$ cat src/rtl/multicycle_control.sv
// ---------------------------------------------------------------------------
// multicycle_control
// Moore FSM sequencing a multicycle MIPS datapath (shared memory, IR, A/B,
// ALUOut and MDR registers). The opcode is decoded once per instruction and
// the FSM drives the per-cycle datapath enables and mux selects.
// Supported: R-type, LW, SW, BEQ, J. Unsupported opcodes park the FSM in HALT
// and set a sticky illegal_op flag. An optional memory-ready handshake
// stretches FETCH, MEMRD and MEMWR.
//
// Parameters
//   USE_MEM_READY  0: single-cycle memory, mem_ready ignored
//                  1: memory states wait for mem_ready
// Ports
//   clk            in   rising-edge clock
//   reset          in   asynchronous active-high reset
//   opcode[5:0]    in   IR[31:26], sampled only in DECODE and MEMADR
//   mem_ready      in   memory access completes this cycle
//   pc_write       out  unconditional PC load
//   pc_write_cond  out  PC load if ALU zero (BEQ)
//   i_or_d         out  memory address select: 0 PC, 1 ALUOut
//   mem_read       out  memory read strobe
//   mem_write      out  memory write strobe
//   ir_write       out  IR load
//   mem_to_reg     out  register write data: 0 ALUOut, 1 MDR
//   reg_dst        out  destination register: 0 rt, 1 rd
//   reg_write      out  register file write enable
//   alu_src_a      out  ALU A: 0 PC, 1 reg A
//   alu_src_b[1:0] out  ALU B: 00 B, 01 4, 10 imm, 11 imm<<2
//   alu_op[1:0]    out  to alu_control: 00 add, 01 sub, 10 funct
//   pc_source[1:0] out  PC next: 00 ALU, 01 ALUOut, 10 jump target
//   instr_done     out  pulse in the final cycle of each instruction
//   illegal_op     out  sticky unsupported-opcode flag
//   state[3:0]     out  current state code (debug)
// ---------------------------------------------------------------------------
module multicycle_control #(
    parameter int unsigned USE_MEM_READY = 0
) (
    input  logic       clk,
    input  logic       reset,
    input  logic [5:0] opcode,
    input  logic       mem_ready,
    output logic       pc_write,
    output logic       pc_write_cond,
    output logic       i_or_d,
    output logic       mem_read,
    output logic       mem_write,
    output logic       ir_write,
    output logic       mem_to_reg,
    output logic       reg_dst,
    output logic       reg_write,
    output logic       alu_src_a,
    output logic [1:0] alu_src_b,
    output logic [1:0] alu_op,
    output logic [1:0] pc_source,
    output logic       instr_done,
    output logic       illegal_op,
    output logic [3:0] state
);

    localparam int unsigned OP_W    = 6;
    localparam int unsigned STATE_W = 4;

    localparam logic [OP_W-1:0] OP_RTYPE = 6'b000000;
    localparam logic [OP_W-1:0] OP_LW    = 6'b100011;
    localparam logic [OP_W-1:0] OP_SW    = 6'b101011;
    localparam logic [OP_W-1:0] OP_BEQ   = 6'b000100;
    localparam logic [OP_W-1:0] OP_J     = 6'b000010;

    typedef enum logic [STATE_W-1:0] {
        S_FETCH  = 4'd0,
        S_DECODE = 4'd1,
        S_MEMADR = 4'd2,
        S_MEMRD  = 4'd3,
        S_MEMWB  = 4'd4,
        S_MEMWR  = 4'd5,
        S_EXEC   = 4'd6,
        S_ALUWB  = 4'd7,
        S_BRANCH = 4'd8,
        S_JUMP   = 4'd9,
        S_HALT   = 4'd10
    } state_t;

    state_t r_state;
    state_t w_next;
    logic   r_illegal;
    logic   w_set_illegal;

    logic       w_mem_rdy;
    logic       w_pc_write;
    logic       w_pc_write_cond;
    logic       w_i_or_d;
    logic       w_mem_read;
    logic       w_mem_write;
    logic       w_ir_write;
    logic       w_mem_to_reg;
    logic       w_reg_dst;
    logic       w_reg_write;
    logic       w_alu_src_a;
    logic [1:0] w_alu_src_b;
    logic [1:0] w_alu_op;
    logic [1:0] w_pc_source;
    logic       w_instr_done;

    // Without the handshake every memory access is treated as completing at once.
    assign w_mem_rdy = (USE_MEM_READY != 0) ? mem_ready : 1'b1;

    // State register and sticky illegal-opcode flag.
    always_ff @(posedge clk or posedge reset) begin
        if (reset) begin
            r_state   <= S_FETCH;
            r_illegal <= 1'b0;
        end else begin
            r_state <= w_next;
            if (w_set_illegal) begin
                r_illegal <= 1'b1;
            end
        end
    end

    // Next-state and per-state datapath control decode.
    always_comb begin
        w_next          = S_FETCH;
        w_set_illegal   = 1'b0;
        w_pc_write      = 1'b0;
        w_pc_write_cond = 1'b0;
        w_i_or_d        = 1'b0;
        w_mem_read      = 1'b0;
        w_mem_write     = 1'b0;
        w_ir_write      = 1'b0;
        w_mem_to_reg    = 1'b0;
        w_reg_dst       = 1'b0;
        w_reg_write     = 1'b0;
        w_alu_src_a     = 1'b0;
        w_alu_src_b     = 2'b00;
        w_alu_op        = 2'b00;
        w_pc_source     = 2'b00;
        w_instr_done    = 1'b0;

        case (r_state)
            S_FETCH: begin
                // PC+4 and IR load are qualified by ready so they happen once per fetch.
                w_mem_read  = 1'b1;
                w_alu_src_b = 2'b01;
                w_ir_write  = w_mem_rdy;
                w_pc_write  = w_mem_rdy;
                w_next      = w_mem_rdy ? S_DECODE : S_FETCH;
            end
            S_DECODE: begin
                // Branch target precomputed into ALUOut while the opcode is decoded.
                w_alu_src_b = 2'b11;
                case (opcode)
                    OP_RTYPE:     w_next = S_EXEC;
                    OP_LW, OP_SW: w_next = S_MEMADR;
                    OP_BEQ:       w_next = S_BRANCH;
                    OP_J:         w_next = S_JUMP;
                    default: begin
                        w_next        = S_HALT;
                        w_set_illegal = 1'b1;
                    end
                endcase
            end
            S_MEMADR: begin
                w_alu_src_a = 1'b1;
                w_alu_src_b = 2'b10;
                w_next      = (opcode == OP_LW) ? S_MEMRD : S_MEMWR;
            end
            S_MEMRD: begin
                w_mem_read = 1'b1;
                w_i_or_d   = 1'b1;
                w_next     = w_mem_rdy ? S_MEMWB : S_MEMRD;
            end
            S_MEMWB: begin
                w_reg_write  = 1'b1;
                w_mem_to_reg = 1'b1;
                w_instr_done = 1'b1;
                w_next       = S_FETCH;
            end
            S_MEMWR: begin
                w_mem_write  = 1'b1;
                w_i_or_d     = 1'b1;
                w_instr_done = w_mem_rdy;
                w_next       = w_mem_rdy ? S_FETCH : S_MEMWR;
            end
            S_EXEC: begin
                w_alu_src_a = 1'b1;
                w_alu_op    = 2'b10;
                w_next      = S_ALUWB;
            end
            S_ALUWB: begin
                w_reg_write  = 1'b1;
                w_reg_dst    = 1'b1;
                w_instr_done = 1'b1;
                w_next       = S_FETCH;
            end
            S_BRANCH: begin
                w_alu_src_a     = 1'b1;
                w_alu_op        = 2'b01;
                w_pc_write_cond = 1'b1;
                w_pc_source     = 2'b01;
                w_instr_done    = 1'b1;
                w_next          = S_FETCH;
            end
            S_JUMP: begin
                w_pc_write   = 1'b1;
                w_pc_source  = 2'b10;
                w_instr_done = 1'b1;
                w_next       = S_FETCH;
            end
            S_HALT: begin
                w_next = S_HALT;
            end
            default: begin
                // Unused encodings recover to FETCH with all controls idle.
                w_next = S_FETCH;
            end
        endcase
    end

    // Reset gates every output so nothing partial reaches the datapath mid-reset.
    assign pc_write      = w_pc_write      & ~reset;
    assign pc_write_cond = w_pc_write_cond & ~reset;
    assign i_or_d        = w_i_or_d        & ~reset;
    assign mem_read      = w_mem_read      & ~reset;
    assign mem_write     = w_mem_write     & ~reset;
    assign ir_write      = w_ir_write      & ~reset;
    assign mem_to_reg    = w_mem_to_reg    & ~reset;
    assign reg_dst       = w_reg_dst       & ~reset;
    assign reg_write     = w_reg_write     & ~reset;
    assign alu_src_a     = w_alu_src_a     & ~reset;
    assign alu_src_b     = reset ? 2'b00 : w_alu_src_b;
    assign alu_op        = reset ? 2'b00 : w_alu_op;
    assign pc_source     = reset ? 2'b00 : w_pc_source;
    assign instr_done    = w_instr_done    & ~reset;
    assign illegal_op    = r_illegal       & ~reset;
    assign state         = reset ? 4'd0 : STATE_W'(r_state);

endmodule

$ cat config.mk
export PLATFORM = sky130hd
export DESIGN_NAME = multicycle_control
export DESIGN_NICKNAME = d
export VERILOG_FILES = /design/src/rtl/multicycle_control.sv
export SDC_FILE = /design/constraint.sdc
export NUM_CORES = 1
export LEC_CHECK = 0
export ABC_AREA = 0
export CAP_MARGIN = 20
export CORE_MARGIN = 4
export CORE_UTILIZATION = 37
export CTS_CLUSTER_DIAMETER = 120
export CTS_CLUSTER_SIZE = 14
export DETAILED_ROUTE_END_ITERATION = 6
export GPL_TIMING_DRIVEN = 0
export HOLD_SLACK_MARGIN = 0.05
export PLACE_DENSITY = 0.78
export SYNTH_ARGS = -nofsm -noshare
export SYNTH_HDL_FRONTEND = slang
export SYNTH_SLANG_ARGS = --single-unit
$ cat constraint.sdc
create_clock -name clk -period 1.9 [get_ports clk]
set_input_delay 0.38 -clock clk [delete_from_list [all_inputs] [get_ports clk]]
set_output_delay 0.38 -clock clk [all_outputs]
set_load 0.03 [all_outputs]
# After elaboration in Yosys (flattened, before gate mapping)
# Cells that the tools add are included.
totals:
  output_inout_bits: 22
  input_bits: 9
  ff_bits: 5
  elab_cells: 62
op_classes:
  eq_ne: 14
  mux: 23
  n_reduce_logical: 10
  bitwise_logic: 13
op_table:
  columns: ["op", "n"]
  rows:
  - ["$pmux W4 S6", 1]
  - ["$eq A4 B3 Y1 const B", 4]
  - ["$pmux W4 S4", 1]
  - ["$mux W1", 13]
  - ["$and A1 B1 Y1", 12]
  - ["$eq A4 B4 Y1 const B", 3]
  - ["$eq A6 B6 Y1 const B", 2]
  - ["$reduce_or A2 Y1", 5]
  - ["$reduce_or A5 Y1", 2]
  - ["$eq A4 B2 Y1 const B", 2]
  - ["$pmux W2 S2", 2]
  - ["$eq A6 B2 Y1 const B", 1]
  - ["$eq A6 B3 Y1 const B", 1]
  - ["$logic_not A6 Y1", 1]
  - ["$mux W2", 3]
  - ["$pmux W2 S3", 1]
  - ["$eq A4 B1 Y1 const B", 1]
  - ["$logic_not A4 Y1", 1]
  - ["$mux W4", 1]
  - ["$mux W3", 1]
  - ["$reduce_or A3 Y1", 1]
  - ["$not A1 Y1", 1]

# Logic depth before layout (Yosys ltp)
logic_depth:
  word_depth: 4
  ltp_mapped: 5
  depth_no_buf: 3

# Worst setup path before layout
# No wires, ideal clock.
synth_timing:
  kind: "in2out"
  start: "input port reset"
  end: "output port mem_to_reg"
  path_slack_ps: -405
  required_time_ps: 1520
  arrival_ps: 1925
  path_buffers: 1
  cell_stages: 4
  cell_sequence: "buf_2 > nor2b_1 > nand2_1 > nor3_1"
synth_between:
  elab_chain_cells: 2
synth_lines:
  columns: ["item", "line_no", "source"]
  rows:
  - ["start, declared", "39", "input logic reset,"]
  - ["$not A1 Y1", "226", "assign mem_to_reg = w_mem_to_reg & ~reset;"]
  - ["$and A1 B1 Y1", "226", null]
  - ["end, declared", "48", "output logic mem_to_reg,"]
# No other way between the ends.

# Worst setup path after layout
layout_timing:
  start: "register r_state[2]"
  end: "output port pc_source[0]"
layout_between:
  elab_chain_cells: 3
  elab_cells_between_ends: 4
  classes_between: "eq/ne (2); mux (2)"
layout_lines:
  columns: ["item", "line_no", "source"]
  rows:
  - ["start, declared", "83", "state_t r_state;"]
  - ["start signal, assigned", "113", "r_state <= w_next;"]
  - ["$eq A4 B4 Y1", "139", "case (r_state)"]
  - ["$pmux W2 S2 (*)", "139", null]
  - ["$mux W2 (*)", "232", "assign pc_source = reset ? 2'b00 : w_pc_source;"]
  - ["end, declared", "54", "output logic [1:0] pc_source,"]
# Mark *: on every way between the ends. The rest lies on a longest branch, timed or not.

==> results.py <==
metrics = {
    "run_status": {
        "run_status": "completed",
    },
    "global_route": {
        "antenna_found_initial": 0,
        "first_global_vias": 592,
        "gr-total-overflow": 0,
        "grt_first_pass_wirelength_um": 2570,
        "grt_use_total": 0.169,
        "largest_net_degree_at_the_start_of_global_routing": 11,
    },
    "finish": {
        "n_antenna_cell": 0,
        "layout.cells.most_common": "buf_2",
        "utilization": 0.658,
        "final-seq-area_um2": 129,
        "multiInputGateArea_um2": 410,
        "fillers": 117,
        "final_cells": 123,
        "most-common-layout-cells": "buf_2 (12), nor2_1 (11), buf_4 (7), clkdlybuf4s50_1 (7), nand2_1 (6)",
        "syn2layout_area_growth_pct": 60.3,
        "final_stage_net_count": 118,
        "layout-drive-gt1-share": 0.398,
    },
    "placed_design": {
        "dp_hpwl_um": 1230,
        "portBuffers": 28,
        "place.detailed.instances": 117,
        "globalplace.congestion": 0.726,
    },
    "synth": {
        "syn-mean-instance-area_um2": 7.49,
        "synth-seq-area-share": 0.226,
        "synth-warning-count": 0,
        "syn_inst": 74,
        "mappedNetlistNets": 83,
        "synth.cell_area_um2": 554,
        "synth_cell_types": 32,
        "postSynthRegisterBits": 5,
    },
    "setup_path": {
        "timing.reg2reg.worst_path_depth": 4,
        "worst_setup_sp_type": "flop",
        "critPathCaptureType": "primary output",
        "timing.setup.critical_path_class": "flop to primary output",
        "critical_path_peak_fanout": 10,
        "worst-endpoint-arrival_ns": 1.49,
        "critical_path_required_ns": 1.52,
    },
    "power": {
        "worst_ir_drop_on_vdd_v": 0.000629,
        "power_density_nw_per_um2": 1450,
        "power.static_leakage_nw": 0.417,
    },
    "die": {
        "die_footprint_um2": 2180,
        "core.rowCount": 13,
        "boundaryPins": 31,
        "floorplan.initialDensity": 0.411,
        "die_w_um": 46.7,
        "fp.dieH_um": 46.7,
        "core_area_um2": 1350,
    },
    "timing": {
        "max_slew_margin": 0.788,
        "worst-slew-pin-transition_ns": 0.316,
        "layout_min_cycle_time_ns": 1.87,
        "final_max_slew_viol_count": 0,
        "timing.final.hold_violations": 0,
        "setup_repair_after_global_routing_missed_its_margin": "true",
        "post-route-period-util": 0.983,
        "clock.fmax_mhz": 536,
        "worst_clock_skew_ns": 0.0141,
        "report.final.setup_viol": 0,
    },
    "drt": {
        "drt-vias-per-instance": 5.33,
        "finalWirelength_um": 1660,
        "vias": 656,
        "drt_iter0_markers": 12,
        "postRouteAntennaNets": 0,
        "remaining_drc_errors": 0,
        "first_pass_iters": 4,
        "routedWlPerCell_um": 13.5,
    },
    "min_path": {
        "holdCritPathClass": "input port to asynchronous set/reset pin",
    },
    "clocking": {
        "tritoncts_num_sinks": 5,
        "cts.path.max_buffers": 2,
        "worst_setup_hold_path_clk_slew_ns": 0.06,
        "cts-htree-levels": 1,
        "cts_tree": "yes",
        "post_cts_hold_buffer_count": 0,
        "clock_tree.root_cell": "clkbuf_4",
        "tritoncts.num_buffers": 3,
        "insertion_delay_ns": 0.25,
    },
    "run": {
        "drv.max_cap_violation_count": 0,
    },
}
==> path summary, 6_finish.rpt <==
| kind | startpoint | endpoint | slack (ns) |
|---|---|---|---|
| min in group clk | r_illegal | r_illegal | 0.46 |
| worst min register to register | r_illegal | r_illegal | 0.46 |
| max in group asynchronous | reset | r_state[3] | 1.56 |
| worst max-delay path | r_state[2] | pc_source[0] | 0.03 |
| worst min-delay path | reset | r_state[0] | 0.14 |
| worst max register to register | r_state[2] | r_state[1] | 0.65 |
==> final cells by class <==
cell class	count	area share
flip-flops and latches	5	0.145
multi-input cells	59	0.462
inverters	4	0.0169
well taps	15	0.0211
clock buffers	4	0.0296
plain buffers	6	0.0606
repair buffers	30	0.265
==> where the power goes <==
part	total (mW)	internal [mW]	leakage, nW	switching (mW)
registers	0.205	0.148	0.0562	0.0573
clock network	0.132	0.0800	0.0150	0.0522
logic	0.947	0.379	0.346	0.568
total	1.28	0.607	0.417	0.678
==> state kept, by name, indices dropped and copies added (netlist names) <==
register	count
r_state	4
r_illegal	1
==> Yosys cell counts <==
| cell type | count | share of area |
|---|---|---|
| nor4_1 | 2 | 0.023 |
| a41oi_1 | 1 | 0.016 |
| xor2_1 | 3 | 0.047 |
| nor2b_1 | 3 | 0.034 |
| a221oi_1 | 1 | 0.016 |
| o311ai_1 | 1 | 0.016 |
| nor2_1 | 12 | 0.081 |
| xnor2_1 | 1 | 0.016 |
| nand2_1 | 8 | 0.054 |
| and3_1 | 3 | 0.034 |
| nand2b_1 | 2 | 0.023 |
| inv_2 | 1 | 0.0068 |
| a21oi_1 | 3 | 0.027 |
| inv_1 | 3 | 0.020 |
| a311oi_1 | 1 | 0.016 |
| nand3b_1 | 1 | 0.014 |
| nor4_2 | 1 | 0.023 |
| a2bb2oi_1 | 1 | 0.016 |
| or2_1 | 1 | 0.011 |
| nor3_2 | 2 | 0.036 |
| nor4b_4 | 1 | 0.043 |
| nand4_1 | 1 | 0.011 |
| a21bo_1 | 1 | 0.018 |
| a31o_1 | 1 | 0.016 |
| buf_2 | 3 | 0.027 |
| o2bb2ai_1 | 1 | 0.016 |
| buf_6 | 1 | 0.020 |
| nor3_1 | 5 | 0.045 |
| buf_4 | 2 | 0.027 |
| dfrtp_1 | 5 | 0.23 |
| nor3b_1 | 1 | 0.014 |
| o21ai_1 | 1 | 0.0090 |
==> critical path, stage by stage, from the launching register on <==
cell	delay (ns)
dfrtp_2	0.43
buf_8	0.15
nor2_4	0.12
nand2_2	0.09
nor3_4	0.18
buf_4	0.13
buf_6	0.12
==> what timing repair did <==
item,in CTS,in global routing
pin swaps,0,2
gates cloned,0,0
resized for setup,80,21
setup endpoints to repair,21,14
setup buffers,0,2
==> stage by stage <==
step	hold WS (ns)	worst slack [ns]	total power [mW]	setup TNS [ns]	instance area, um2
finish	0.145	0.0329	1.28	0	888
global placement	0.385	-0.317	1.13	-2.63	872
floorplan	0.340	-0.00848	0.836	-0.00848	573
CTS	0.149	0.00100	1.23	0	881
global route	0.155	-0.0618	1.39	-0.122	888
detailed placement	0.404	-0.323	1.14	-2.89	872
==> per-layer routing <==
| layer | part of all wire | GRT usage |
|---|---|---|
| met3 | 0.086 | 0.0391 |
| met2 | 0.50 | 0.288 |
| met1 | 0.40 | 0.186 |
| met5 | 0 | 0 |
| met4 | 0.013 | 0.110 |
==> cell families after synthesis <==
family,Yosys count,synth area share
and+or+nand+nor,43,0.445
DFF,5,0.226
xor gates and xnor gates,4,0.0632
buffers and inverters,10,0.102
AOI/OAI and AO/OA,12,0.165
Note: power is estimated with default switching activity, not from simulation.
